`src/rtl/mips_pkg.sv`:
```
// Types and defaults shared by the instruction transmitter and receiver.
package mips_pkg;

  // Receiver control states; the encoding is fixed so that both ends agree.
  typedef enum logic [1:0] {
    IDLE = 2'd0,
    RECV = 2'd1,
    DONE = 2'd2,
    ERR  = 2'd3
  } rx_state_t;

  // Word width and buffer depth used on both sides of the link.
  localparam int IWIDTH_DEF = 32;
  localparam int DEPTH_DEF  = 7;

endpackage

```
`src/rtl/instr_buffer.sv`:
```
// Local instruction store: DEPTH x IWIDTH registers, cleared on reset,
// one write port and a registered read port returning 0 out of range.
module instr_buffer #(
  parameter int IWIDTH = 32,
  parameter int DEPTH  = 7,
  parameter int AWIDTH = (DEPTH > 1) ? $clog2(DEPTH) : 1
) (
  input  logic              clk,
  input  logic              rst,
  input  logic              wr_en,
  input  logic [AWIDTH-1:0] wr_addr,
  input  logic [IWIDTH-1:0] wr_data,
  input  logic [AWIDTH-1:0] rd_addr,
  output logic [IWIDTH-1:0] rd_data
);

  logic [IWIDTH-1:0] mem [DEPTH];

  // Storage array: wiped on reset so no previous load survives it.
  always_ff @(posedge clk or posedge rst) begin
    if (rst) begin
      for (int i = 0; i < DEPTH; i++) begin
        mem[i] <= '0;
      end
    end else if (wr_en) begin
      mem[wr_addr] <= wr_data;
    end
  end

  // Read register: samples the pre-write contents, so a same-cycle
  // write and read of one address returns the old word.
  always_ff @(posedge clk or posedge rst) begin
    if (rst) begin
      rd_data <= '0;
    end else if (32'(rd_addr) < DEPTH) begin
      rd_data <= mem[rd_addr];
    end else begin
      rd_data <= '0;
    end
  end

endmodule

```
`src/rtl/receive.sv`:
```
// Instruction-stream receiver: requests words from the transmitter,
// stores each acknowledged word, and exposes the buffer to fetch.
module receive
  import mips_pkg::*;
#(
  parameter int IWIDTH = IWIDTH_DEF,
  parameter int DEPTH  = DEPTH_DEF,
  parameter int AWIDTH = (DEPTH > 1) ? $clog2(DEPTH) : 1,
  parameter int CWIDTH = $clog2(DEPTH + 1)
) (
  input  logic              r_clk,
  input  logic              r_rst,
  input  logic              r_i_start,
  input  logic [IWIDTH-1:0] r_i_instr,
  input  logic              r_i_ack,
  input  logic              r_i_last,
  output logic              r_o_syn,
  input  logic [AWIDTH-1:0] r_i_rd_addr,
  output logic [IWIDTH-1:0] r_o_rd_data,
  output logic [CWIDTH-1:0] r_o_count,
  output logic              r_o_done,
  output logic              r_o_err
);

  rx_state_t         state_q;
  // The stored-word count doubles as the write pointer: both restart at
  // zero together and advance on exactly the same accepted words.
  logic [CWIDTH-1:0] count_q;
  logic              full;
  logic              wr_en;

  assign full  = (32'(count_q) >= DEPTH);
  assign wr_en = (state_q == RECV) && r_i_ack && !full;

  // Load control: start/restart, per-word accept, completion and overflow.
  always_ff @(posedge r_clk or posedge r_rst) begin
    if (r_rst) begin
      state_q <= IDLE;
      count_q <= '0;
    end else begin
      case (state_q)
        RECV: begin
          if (r_i_ack) begin
            if (!full) begin
              count_q <= count_q + CWIDTH'(1);
              if (r_i_last) begin
                state_q <= DONE;
              end
            end else begin
              state_q <= ERR;
            end
          end
        end
        default: begin
          // IDLE, DONE and ERR all begin a fresh load the same way.
          if (r_i_start) begin
            count_q <= '0;
            state_q <= RECV;
          end
        end
      endcase
    end
  end

  assign r_o_syn   = (state_q == RECV);
  assign r_o_done  = (state_q == DONE);
  assign r_o_err   = (state_q == ERR);
  assign r_o_count = count_q;

  instr_buffer #(
    .IWIDTH (IWIDTH),
    .DEPTH  (DEPTH),
    .AWIDTH (AWIDTH)
  ) u_buf (
    .clk     (r_clk),
    .rst     (r_rst),
    .wr_en   (wr_en),
    .wr_addr (count_q[AWIDTH-1:0]),
    .wr_data (r_i_instr),
    .rd_addr (r_i_rd_addr),
    .rd_data (r_o_rd_data)
  );

endmodule

```
`config.mk`:
```
export PLATFORM = sky130hd
export DESIGN_NAME = receive
export DESIGN_NICKNAME = d
export VERILOG_FILES = /design/src/rtl/mips_pkg.sv /design/src/rtl/instr_buffer.sv /design/src/rtl/receive.sv
export SDC_FILE = /design/constraint.sdc
export NUM_CORES = 1
export LEC_CHECK = 0
export CORE_MARGIN = 2
export CORE_UTILIZATION = 63
export DETAILED_ROUTE_END_ITERATION = 16
export PLACE_DENSITY = 0.93
export SYNTH_ARGS = -nofsm -noshare
export SYNTH_HDL_FRONTEND = slang
export SYNTH_SLANG_ARGS = --single-unit
```
`constraint.sdc`:
```
create_clock -name r_clk -period 15.25 [get_ports r_clk]
set_input_delay 1.525 -clock r_clk [delete_from_list [all_inputs] [get_ports r_clk]]
set_output_delay 1.525 -clock r_clk [all_outputs]
set_load 0.005 [all_outputs]
```
==> summary.md <==
| Metric | Value |
|---|---|
| # rows | `48` |
| Sw power | `696 uW` |
| Worst slew pin tran | `1.11 ns` |
| Combinational cell fraction of total power | `26.6%` |
| N_diodes | `0` |
| Number of distinct library cells after synthesis | `30` |
| Sequential share of the synthesized area | `57.9%` |
| Layout Area Growth over Synthesis | `14.8%` |
| IO Pins | `78` |
| Max Slew Vio Count | `0` |
| DR pass1 iterations | `4` |
| Die Wd | `138 um` |
| Minimum clock period | `3.66 ns` |
| Clock Power Share | `25.1%` |
| FF+latch area | `6530 um^2` |
| Max-cap violations | `0` |
| Violation count after the first detailed-route iteration | `391` |
| CP max stage delay | `0.89 ns` |
| Fmax | `273 MHz` |
| CP most frequent cell | `buf_4` |
| Synth Flop Type | `dfrtp_1` |
| Initial antenna violation count | `0` |
| Largest family of logic cells by synthesized area | `multiplexers` |
| Setup crit start kind | `primary input` |
| Syn Nets | `808` |
| P_leak | `6.03 nW` |
| Routability Congestion | `0.753` |
| Post-synthesis cell area | `11,300 um^2` |
| Met2 usage | `48.0%` |
| Deepest clock path buffer count | `3` |
| Die Area | `19,000 um^2` |
| Peak supply drop | `0.105 mV` |
| Remaining DRCs | `0` |
| Sequential share of power | `48.3%` |
| GRT busiest layer | `met2` |
| Outcome | `complete, no violations` |
| Compound-Gate Fraction of Synth Area | `6.12%` |
| Synth Warn # | `0` |
| CTS buffer count | `27` |
| Worst Setup End Kind | `asynchronous set/reset pin` |
| Root Driver | `clkbuf_16` |
| Worst slew margin | `26.2%` |
| Synth Area in Simple Gates | `1.34%` |
| R2R cell count | `5` |
| Postcts setup bufs | `0` |
| CP Class | `in2async` |
| Post-Synth Adder-Cell Area | `0.222%` |
| CTS clk-pin slew, worst paths | `0.06 ns` |
| Design Area, Final | `13,000 um^2` |
| Clk_skew | `0.0219 ns` |
| Post-DP Area | `12,100 um^2` |
| Syn_area_per_cell | `14.7 um^2` |
| First-pass GRT wire length | `39.1 mm` |
| Mux cell area share after synthesis | `31.0%` |
| Post-synth EDFFs | `0` |
| Largest delay contributor family on the critical path | `buffers and inverters` |
| Async SR Flop Fraction | `100%` |
| Largest net degree at the start of global routing | `141` |
| Final Hold Viols | `0` |
| Final setup fails | `0` |
| Layout cell share with drive strength beyond 1 | `32.8%` |
| Critical path cell sequence | `clkdlybuf4s50_1 > inv_8 > buf_4 > buf_4` |
| Fillers | `1,015` |
| Synth Register Bits | `261` |
| Vias per std cell | `6.42` |
| Core area | `17,400 um^2` |
| Die H | `138 um` |
| Number of global-route vias before repair | `7,355` |
| Total clock sinks | `261` |
| H-Tree Depth | `1` |
| Synth Area in XOR/XNOR | `0%` |
| Setup_tns | `0 ns` |
| Global route total overflow | `0` |
| # nets final | `865` |
| Final ANT Viol Nets | `0` |
| Switching share of power | `28.6%` |
| Required time of the critical path | `15.89 ns` |
| Most frequent cells in the layout | `dfrtp_1 (261), mux2_2 (187), mux2i_1 (96), clkdlybuf4s50_1 (74), mux2_1 (38)` |
| Multi-input logic area | `4400 um^2` |
| Maximum fanout along the worst path | `140` |
| Critical path's slowest cell | `buf_4` |
| CTS resizes | `0` |
| Cells after synthesis | `766` |
| Vias | `6,832` |
| Clock latency on the worst-skew pair | `0.55 ns` |
| CTS tree | `yes` |
| # hold bufs at CTS | `0` |
| DR WL/cell | `23.4 um` |
| Total Wirelength | `24.9 mm` |
| WP data arrival | `4.30 ns` |
| RSZ-0062 raised after global routing | `no` |
| Post-DP HPWL | `13.8 mm` |
| Hold Path Stages | `1` |
| Final Cycle Share | `24.0%` |
| PortBufs | `77` |
| Levels on crit path | `4` |
| Internal power | `1.74 mW` |
| Starting Density | `64.8%` |
| Final Total Pwr | `2.44 mW` |
| Leading cell type in the layout, fill and taps excluded | `dfrtp_1` |
| Power density over the cells | `188 nW/um^2` |
| Worst Path Buf+Inv | `4` |
| HP Class | `reg2reg` |
| GR Layer Usage met1 | `33.9%` |
| Total track usage | `27.1%` |
| GR Util met3 | `4.60%` |
## Yosys cell counts, types with 4 or more instances
cell type  count  area (um^2)
nand2_1        4         15.0
buf_2         30          150
o221a_2       32          360
mux2_1        38          428
dfrtp_1      261         6530
mux2_2       187         2110
clkbuf_1      18         67.6
mux2i_1       96          961
inv_1         34          128
a221oi_1      32          280
## kinds of logic (layout without fill, tap and decap cells)
logic type	after synthesis	count (layout)
buffers and inverters	87	160
and+or+nand+nor	24	24
muxes	321	321
DFF	261	261
adders and majority gates	2	2
AOI/OAI and AO/OA	71	71
## worst register-to-register path: stages (launching register included)
cell     delay, ns
dfrtp_1       0.50
ha_1          0.25
ha_1          0.24
nor2_1        0.21
nand3_2       0.87
mux2_2        0.65
## power by group through the flow
stage | logic, mW | registers [mW] | clock network, mW
after floorplan | 0.471 | 1.12 | 0
after global placement | 0.597 | 1.14 | 0
after detailed placement | 0.645 | 1.18 | 0
after CTS | 0.656 | 1.17 | 0.620
after global routing | 0.706 | 1.20 | 0.649
final | 0.649 | 1.18 | 0.611
## worst paths after layout
path | from | endpoint | slack, ns
max | r_rst | r_o_count[2] | 11.59
min | u_buf.mem[24] | u_buf.mem[24] | 0.48
max reg2reg | r_o_count[1] | u_buf.mem[104] | 12.43
min reg2reg | u_buf.mem[24] | u_buf.mem[24] | 0.48
max in group r_clk | r_i_rd_addr[1] | u_buf.rd_data[0] | 11.75
min in group asynchronous | r_rst | u_buf.rd_data[10] | 1.56
## sequential cells by signal, indices dropped and copies added (netlist names)
| name | cells |
|---|---|
| r_o_count | 3 |
| u_buf.mem | 224 |
| u_buf.rd_data | 32 |
| state_q | 2 |
## stage by stage
stage | std cells | hold WS (ns) | utilization (%) | setup slack [ns]
global placement | 1019 | 0.466 | 69.7 | 11.12
detailed placement | 1019 | 0.475 | 69.7 | 10.96
floorplan | 766 | 0.458 | - | 6.54
finish | 1064 | 0.484 | 74.4 | 11.59
global route | 1064 | 0.510 | 74.4 | 11.18
CTS | 1064 | 0.488 | 74.4 | 11.53
## layer usage
metal | wire [um] | vias up
met1 | 10100 | 3621
met2 | 12900 | 220
met5 | 0 | -
met4 | 505 | 0
li1 | - | 2947
met3 | 1390 | 44
## final cells by class
class	count	area share, %
repair buffers	81	6.08
well taps	225	2.17
inverters	34	1.04
clock inverters	6	0.396
multi-input cells	418	34.0
clock buffers	39	5.95
flip-flops and latches	261	50.4
Power figures use the tool's default switching activity.
